==> config.mk <==
export PLATFORM = sky130hd
export DESIGN_NAME = hvac_thermostat_req
export DESIGN_NICKNAME = d
export VERILOG_FILES = /design/src/rtl/hvac_pkg.sv /design/src/rtl/hvac_band_qual.sv /design/src/rtl/hvac_thermostat_req.sv
export SDC_FILE = /design/constraint.sdc
export NUM_CORES = 1
export LEC_CHECK = 0
export ABC_AREA = 1
export CORE_MARGIN = 2
export CORE_UTILIZATION = 35
export CTS_BUF_LIST = sky130_fd_sc_hd__clkbuf_16
export DETAILED_ROUTE_END_ITERATION = 6
export GPL_ROUTABILITY_DRIVEN = 0
export SYNTH_ARGS = -nofsm -noshare
export SYNTH_HDL_FRONTEND = slang
export SYNTH_SLANG_ARGS = --single-unit
==> constraint.sdc <==
create_clock -name clk -period 7.6 [get_ports clk]
set_clock_uncertainty 0.2 [all_clocks]
set_input_delay 0.76 -clock clk [delete_from_list [all_inputs] [get_ports clk]]
set_output_delay 0.76 -clock clk [all_outputs]
set_load 0.02 [all_outputs]
==> src/rtl/hvac_pkg.sv <==
// Shared FSM state, {I1..I4} request encodings and last-mode type for the thermostat requester.
// Latency: none (types and constants only). Backpressure: none.
// The optional sensor-timeout fault in the top is enabled by HVAC_TREQ_FAULT_EN.
package hvac_pkg;

    typedef enum logic [1:0] {
        S_OFF,
        S_IDLE,
        S_HEAT,
        S_COOL
    } state_t;

    typedef enum logic [1:0] {
        LM_NONE,
        LM_HEAT,
        LM_COOL
    } last_mode_t;

    localparam logic [3:0] ENC_OFF  = 4'b0011;
    localparam logic [3:0] ENC_IDLE = 4'b1000;
    localparam logic [3:0] ENC_HEAT = 4'b1100;
    localparam logic [3:0] ENC_COOL = 4'b1010;

    function automatic logic [3:0] state_enc(input state_t s);
        case (s)
            S_OFF:   state_enc = ENC_OFF;
            S_IDLE:  state_enc = ENC_IDLE;
            S_HEAT:  state_enc = ENC_HEAT;
            S_COOL:  state_enc = ENC_COOL;
            default: state_enc = ENC_OFF;
        endcase
    endfunction

endpackage

==> src/rtl/hvac_band_qual.sv <==
// Band compare plus saturating confirm counter; COLD selects below-band, else above-band.
// Latency: qual rises the cycle after the CONFIRM-th consecutive qualifying valid sample.
// Backpressure: none; counter holds on cycles without temp_valid, clr wins over counting.
module hvac_band_qual #(
    parameter int CONFIRM = 3,
    parameter bit COLD    = 1'b1
) (
    input  logic       clk,
    input  logic       reset,
    input  logic [7:0] temp,
    input  logic       temp_valid,
    input  logic [7:0] setpoint,
    input  logic [3:0] hyst,
    input  logic       at_sp,
    input  logic       clr,
    output logic       qual
);

    localparam int CW = $clog2(CONFIRM + 1);

    logic [8:0]    lo9;
    logic [8:0]    hi9;
    logic [7:0]    lo;
    logic [7:0]    hi;
    logic          cond;
    logic [CW-1:0] cnt;

    // 9-bit arithmetic so the band edges saturate at 0 and 255 instead of wrapping.
    assign lo9 = {1'b0, setpoint} - {5'b0, hyst};
    assign hi9 = {1'b0, setpoint} + {5'b0, hyst};
    assign lo  = lo9[8] ? 8'd0  : lo9[7:0];
    assign hi  = hi9[8] ? 8'hff : hi9[7:0];

    // at_sp switches to the inclusive setpoint test used to leave an active mode.
    always_comb begin
        cond = 1'b0;
        if (COLD) cond = at_sp ? (temp <= setpoint) : (temp < lo);
        else      cond = at_sp ? (temp >= setpoint) : (temp > hi);
    end

    always_ff @(posedge clk) begin
        if (reset || clr) begin
            cnt <= '0;
        end else if (temp_valid) begin
            if (!cond)                     cnt <= '0;
            else if (cnt != CW'(CONFIRM))  cnt <= cnt + 1'b1;
        end
    end

    assign qual = (cnt == CW'(CONFIRM));

endmodule

==> src/rtl/hvac_thermostat_req.sv <==
// Thermostat FSM producing registered {I1..I4} mode requests (OFF/IDLE/HEAT/COOL).
// Latency: outputs update on the edge after the transition decision. Backpressure: none.
// HVAC_TREQ_FAULT_EN adds a sticky sensor-timeout fault output that forces OFF.
module hvac_thermostat_req
    import hvac_pkg::*;
#(
    parameter int CONFIRM  = 3,
    parameter int MIN_IDLE = 16,
    parameter int TIMEOUT  = 1024
) (
    input  logic       clk,
    input  logic       reset,
    input  logic [7:0] temp,
    input  logic       temp_valid,
    input  logic [7:0] setpoint,
    input  logic [3:0] hyst,
    input  logic       sys_on,
    input  logic       shutdown,
    output logic       I1,
    output logic       I2,
    output logic       I3,
    output logic       I4
`ifdef HVAC_TREQ_FAULT_EN
    ,
    output logic       fault
`endif
);

    localparam int IW = $clog2(MIN_IDLE + 1);

    state_t        state;
    state_t        state_nxt;
    last_mode_t    last_mode;
    logic [IW-1:0] idle_cnt;
    logic [3:0]    mode_bits;
    logic          cold_q;
    logic          hot_q;
    logic          state_chg;
    logic          force_off;
    logic          idle_done;

    assign state_chg = (state_nxt != state);
    assign idle_done = (idle_cnt >= IW'(MIN_IDLE));

    // Cold side doubles as the COOL exit counter, hot side as the HEAT exit counter.
    hvac_band_qual #(.CONFIRM(CONFIRM), .COLD(1'b1)) u_cold (
        .clk        (clk),
        .reset      (reset),
        .temp       (temp),
        .temp_valid (temp_valid),
        .setpoint   (setpoint),
        .hyst       (hyst),
        .at_sp      (state == S_COOL),
        .clr        (state_chg),
        .qual       (cold_q)
    );

    hvac_band_qual #(.CONFIRM(CONFIRM), .COLD(1'b0)) u_hot (
        .clk        (clk),
        .reset      (reset),
        .temp       (temp),
        .temp_valid (temp_valid),
        .setpoint   (setpoint),
        .hyst       (hyst),
        .at_sp      (state == S_HEAT),
        .clr        (state_chg),
        .qual       (hot_q)
    );

`ifdef HVAC_TREQ_FAULT_EN
    localparam int TW = $clog2(TIMEOUT + 1);

    logic [TW-1:0] stall_cnt;
    logic          seen_valid;
    logic          timeout_hit;

    assign timeout_hit = !temp_valid && (stall_cnt == TW'(TIMEOUT - 1));

    // Fault clears only once the sensor has been heard from again and the user drops sys_on.
    always_ff @(posedge clk) begin
        if (reset) begin
            stall_cnt  <= '0;
            fault      <= 1'b0;
            seen_valid <= 1'b0;
        end else begin
            if (temp_valid)                  stall_cnt <= '0;
            else if (stall_cnt != TW'(TIMEOUT)) stall_cnt <= stall_cnt + 1'b1;

            if (timeout_hit) begin
                fault      <= 1'b1;
                seen_valid <= 1'b0;
            end else if (fault) begin
                if (temp_valid) seen_valid <= 1'b1;
                if (!sys_on && seen_valid) begin
                    fault      <= 1'b0;
                    seen_valid <= 1'b0;
                end
            end
        end
    end

    assign force_off = shutdown || !sys_on || fault || timeout_hit;
`else
    assign force_off = shutdown || !sys_on;
`endif

    always_comb begin
        state_nxt = state;
        if (force_off) begin
            state_nxt = S_OFF;
        end else begin
            case (state)
                S_OFF:  state_nxt = S_IDLE;
                S_IDLE: begin
                    // Heat wins a simultaneous cold/hot qualification.
                    if (cold_q && (last_mode != LM_COOL || idle_done))     state_nxt = S_HEAT;
                    else if (hot_q && (last_mode != LM_HEAT || idle_done)) state_nxt = S_COOL;
                end
                S_HEAT: if (hot_q)  state_nxt = S_IDLE;
                S_COOL: if (cold_q) state_nxt = S_IDLE;
                default: state_nxt = S_OFF;
            endcase
        end
    end

    always_ff @(posedge clk) begin
        if (reset) begin
            state     <= S_OFF;
            mode_bits <= ENC_OFF;
            last_mode <= LM_NONE;
            idle_cnt  <= '0;
        end else begin
            state     <= state_nxt;
            mode_bits <= state_enc(state_nxt);

            if (state == S_HEAT && state_nxt == S_IDLE)      last_mode <= LM_HEAT;
            else if (state == S_COOL && state_nxt == S_IDLE) last_mode <= LM_COOL;

            if (state != S_IDLE && state_nxt == S_IDLE)          idle_cnt <= '0;
            else if (state == S_IDLE && idle_cnt != IW'(MIN_IDLE)) idle_cnt <= idle_cnt + 1'b1;
        end
    end

    assign {I1, I2, I3, I4} = mode_bits;

endmodule

==> flow_metrics.env <==
export IMPL_dieArea_um2=5970
export IMPL_fmax_mhz=237
export IMPL_crit_path_start_kind="primary input"
export IMPL_critPathCaptureType="flip-flop"
export IMPL_slew_limit_headroom_pct=67.1
export IMPL_grt_max_degree=10
export IMPL_avgRoutedWirePerCell_um=10.8
export IMPL_fin_tns_setup_ns=0
export IMPL_start_util_pct=36.5
export IMPL_vias=1788
export IMPL_postCtsSetupRepairBufs=0
export IMPL_die_w_um=77.3
export IMPL_ctsHoldBuffers=0
export IMPL_vdd_drop_max_mv=0.0906
export IMPL_core_area_um2=5140
export IMPL_die_y_um=77.3
export IMPL_crit_slowest_cell="clkdlybuf4s50_1"
export IMPL_crit_fanout=4
export IMPL_syn_inst=278
export IMPL_grt_pass1_vias=1706
export IMPL_max_stage_delay_ns=0.52
export IMPL_hold_class="flip-flop to flip-flop"
export IMPL_min_period_ns=4.21
export IMPL_tightest_slew_ns=0.489
export IMPL_via_per_inst=4.72
export IMPL_cellPowerDensity_nw_per_um2=130
export IMPL_worst_slack_ns=3.39
export IMPL_hold_depth=2
export IMPL_syn_num_nets=343
export IMPL_dpl_hpwl_um=3510
export IMPL_multiInputGateArea_um2=1360
export IMPL_maxCapViolCount=0
export IMPL_clock_sinks=17
export IMPL_netlist_top_cells_area="ha_1 (25%), dfxtp_1 (18%), nand2_1 (9.8%)"
export IMPL_routed_wl_um=4100
export IMPL_fin_cells=379
export IMPL_final_max_slew_viol_count=0
export IMPL_finish_utilization_pct=45.2
export IMPL_register_area_um2=340
export IMPL_p_leak_nw=1.11
export IMPL_yosysTopAreaCell="ha_1"
export IMPL_ios=29
export IMPL_synth_seq_cells=17
export IMPL_clock_path_buffers=2
export IMPL_r2r_cells=11
export IMPL_num_rows=26
export IMPL_fillers=567
export IMPL_rr_endpoint="idle_cnt[1]$_SDFFE_PP0P_"
export IMPL_final_nets=375
export IMPL_grt_ovfl_total=0
export IMPL_syn_to_final_growth_pct=23.6
export IMPL_drtIter0Drc=116
export IMPL_clk_latency_ns=0.25
export IMPL_drtPass1Iterations=4
export IMPL_track_usage_pct=15.1
export IMPL_yosys_area_top_type_share_pct=25.3
export IMPL_min_to="last_mode[0]$_SDFFE_PP0P_"
export IMPL_ant_nets=0
export IMPL_cts_root_buffer="clkbuf_16"
export IMPL_yosysUniqueCellTypes=30
export IMPL_grt_pass1_wl_um=7490
export IMPL_post_route_period_util_pct=55.5
export IMPL_arrival_ns=4.16
export IMPL_place_ws_ns=3.21
export IMPL_antennaDiodeCount=0
export IMPL_r2r_start="state[0]$_SDFF_PP0_"
export IMPL_drive_gt1_share_pct=5.83
export IMPL_status="finished, final reports clean"
export IMPL_hold_ws_ns=0.282
export IMPL_critPathKind="primary input to flip-flop"
export IMPL_final_hold_viol_count=0
export IMPL_syn_area_per_cell_um2=6.76
export IMPL_setup_viol=0
export IMPL_clk_pin_slew_ns=0.05
export IMPL_cp_cell_sequence="clkdlybuf4s50_1, ha_1, fa_1, inv_1, o31ai_1, nand2_1, nor2_1, a21oi_1, ha_1, nand2_1, o21ai_0, nand2_1, o211ai_1, o21ai_0, a21oi_1, a21boi_0, nor2_1, nor2_1"
export IMPL_grt_antenna_before_repair=0
export IMPL_hp_start="last_mode[0]$_SDFFE_PP0P_"
export IMPL_route_detailed_drc=0
export IMPL_syn_area_um2=1880
export IMPL_rsz0062_at_grt="no"
export IMPL_place_inst=375
export IMPL_ff2ff_setup_slack_ns=5.51
export IMPL_critPathRequiredTime_ns=7.54
export IMPL_cts_htree_levels=1
export IMPL_cts_resized_gates=0
export IMPL_synth_seq_area_share_pct=18.1
export IMPL_port_buffer_count=28
export IMPL_cts_tree="yes"
export IMPL_yosysWarnings=0
export IMPL_numCtsBuffers=3
==> final cells by class <==
cell class	instances	area share, %
inverters	47	7.60
repair buffers	28	12.1
well taps	70	3.77
multi-input cells	213	58.5
flip-flops and latches	17	14.7
clock buffers	3	3.23
clock inverters	1	0.162
==> where the power goes <==
group | leakage [nW] | total (W) | switching [W] | internal [W]
sequential | 0.138 | 0.0000940 | 0.00000182 | 0.0000921
clock | 0.0423 | 0.000103 | 0.0000328 | 0.0000698
combinational | 0.933 | 0.000105 | 0.0000584 | 0.0000463
total | 1.11 | 0.000301 | 0.0000929 | 0.000208
==> registers in the layout, indices dropped and copies added, names as in the netlist <==
| name | cells |
|---|---|
| last_mode | 2 |
| u_hot.cnt | 2 |
| u_cold.cnt | 2 |
| mode_bits | 4 |
| idle_cnt | 5 |
| state | 2 |
==> layout by cell type, fill, tap and decap left out <==
cell type,n
inv_1,46
o31ai_1,4
nor2_2,2
or2_2,2
nand2_1,49
nor3b_1,1
a21oi_1,24
a211oi_1,4
nand3_1,16
clkbuf_16,3
o21ai_0,14
dfxtp_1,17
nand2_4,1
a21oi_2,1
o22ai_1,1
nand4_1,3
inv_2,2
nor2_1,33
clkdlybuf4s50_1,28
and2_1,1
or2_1,1
fa_1,2
ha_1,38
xor2_1,1
a21boi_0,2
nand3b_1,1
nand2_2,6
o211a_1,1
nand3_2,1
nor3_1,2
o211ai_1,2
==> Yosys cell counts <==
master    number
nand2_1       49
inv_1         45
ha_1          38
nor2_1        33
a21oi_1       24
dfxtp_1       17
nand3_1       16
o21ai_0       14
nand2_2        6
a211oi_1       4
o31ai_1        4
nand4_1        3
a21boi_0       2
fa_1           2
inv_2          2
nor2_2         2
nor3_1         2
o211ai_1       2
or2_2          2
a21oi_2        1
and2_1         1
clkbuf_1       1
nand2_4        1
nand3_2        1
nand3b_1       1
nor3b_1        1
o211a_1        1
o22ai_1        1
or2_1          1
xor2_1         1
==> cells by family (layout without fill, tap and decap cells) <==
logic type,after synthesis,after routing,synth area share (%)
AND/OR/NAND/NOR,119,119,28.1
AO/OA/AOI/OAI,53,53,16.3
buffers and inverters,48,79,9.59
adder cells (fa/ha/maj),40,40,27.4
flip-flops,17,17,18.1
XOR/XNOR,1,1,0.466
==> worst max-delay path by stage <==
stage / start / endpoint / slack [ns] / cells after the start
after floorplan: hyst[2] / u_hot.cnt[0]$_SDFFE_PP0P_ / 4.20 / 16
after global placement: setpoint[0] / u_hot.cnt[1]$_SDFFE_PP0P_ / 3.26 / 18
after detailed placement: setpoint[0] / u_hot.cnt[1]$_SDFFE_PP0P_ / 3.21 / 18
after CTS: setpoint[0] / u_hot.cnt[1]$_SDFFE_PP0P_ / 3.45 / 18
after global routing: setpoint[0] / u_hot.cnt[0]$_SDFFE_PP0P_ / 3.08 / 18
final: setpoint[0] / u_hot.cnt[1]$_SDFFE_PP0P_ / 3.39 / 18
==> worst max-delay path, delay by kind of cell <==
| kind | cells | cell delay, ns |
|---|---|---|
| adder cells (fa/ha/maj) | 3 | 0.72 |
| AND/OR/NAND/NOR | 6 | 0.77 |
| AO/OA/AOI/OAI | 7 | 1.30 |
| buffers and inverters | 2 | 0.59 |
==> per-stage QoR <==
step | total power [W] | cell area, um^2
2_1_floorplan | 0.000165 | 1880
3_3_place_gp | 0.000199 | 2240
3_5_place_dp | 0.000200 | 2240
4_1_cts | 0.000306 | 2320
5_1_grt | 0.000327 | 2320
6_report | 0.000301 | 2320
==> per-layer routing <==
metal	part of all wire (%)	global-route usage, %
met1	55	22.6
met3	3.7	2.82
met5	0	0
met2	41	22.8
met4	0.41	1.96
(Power assumes the default switching activity.)
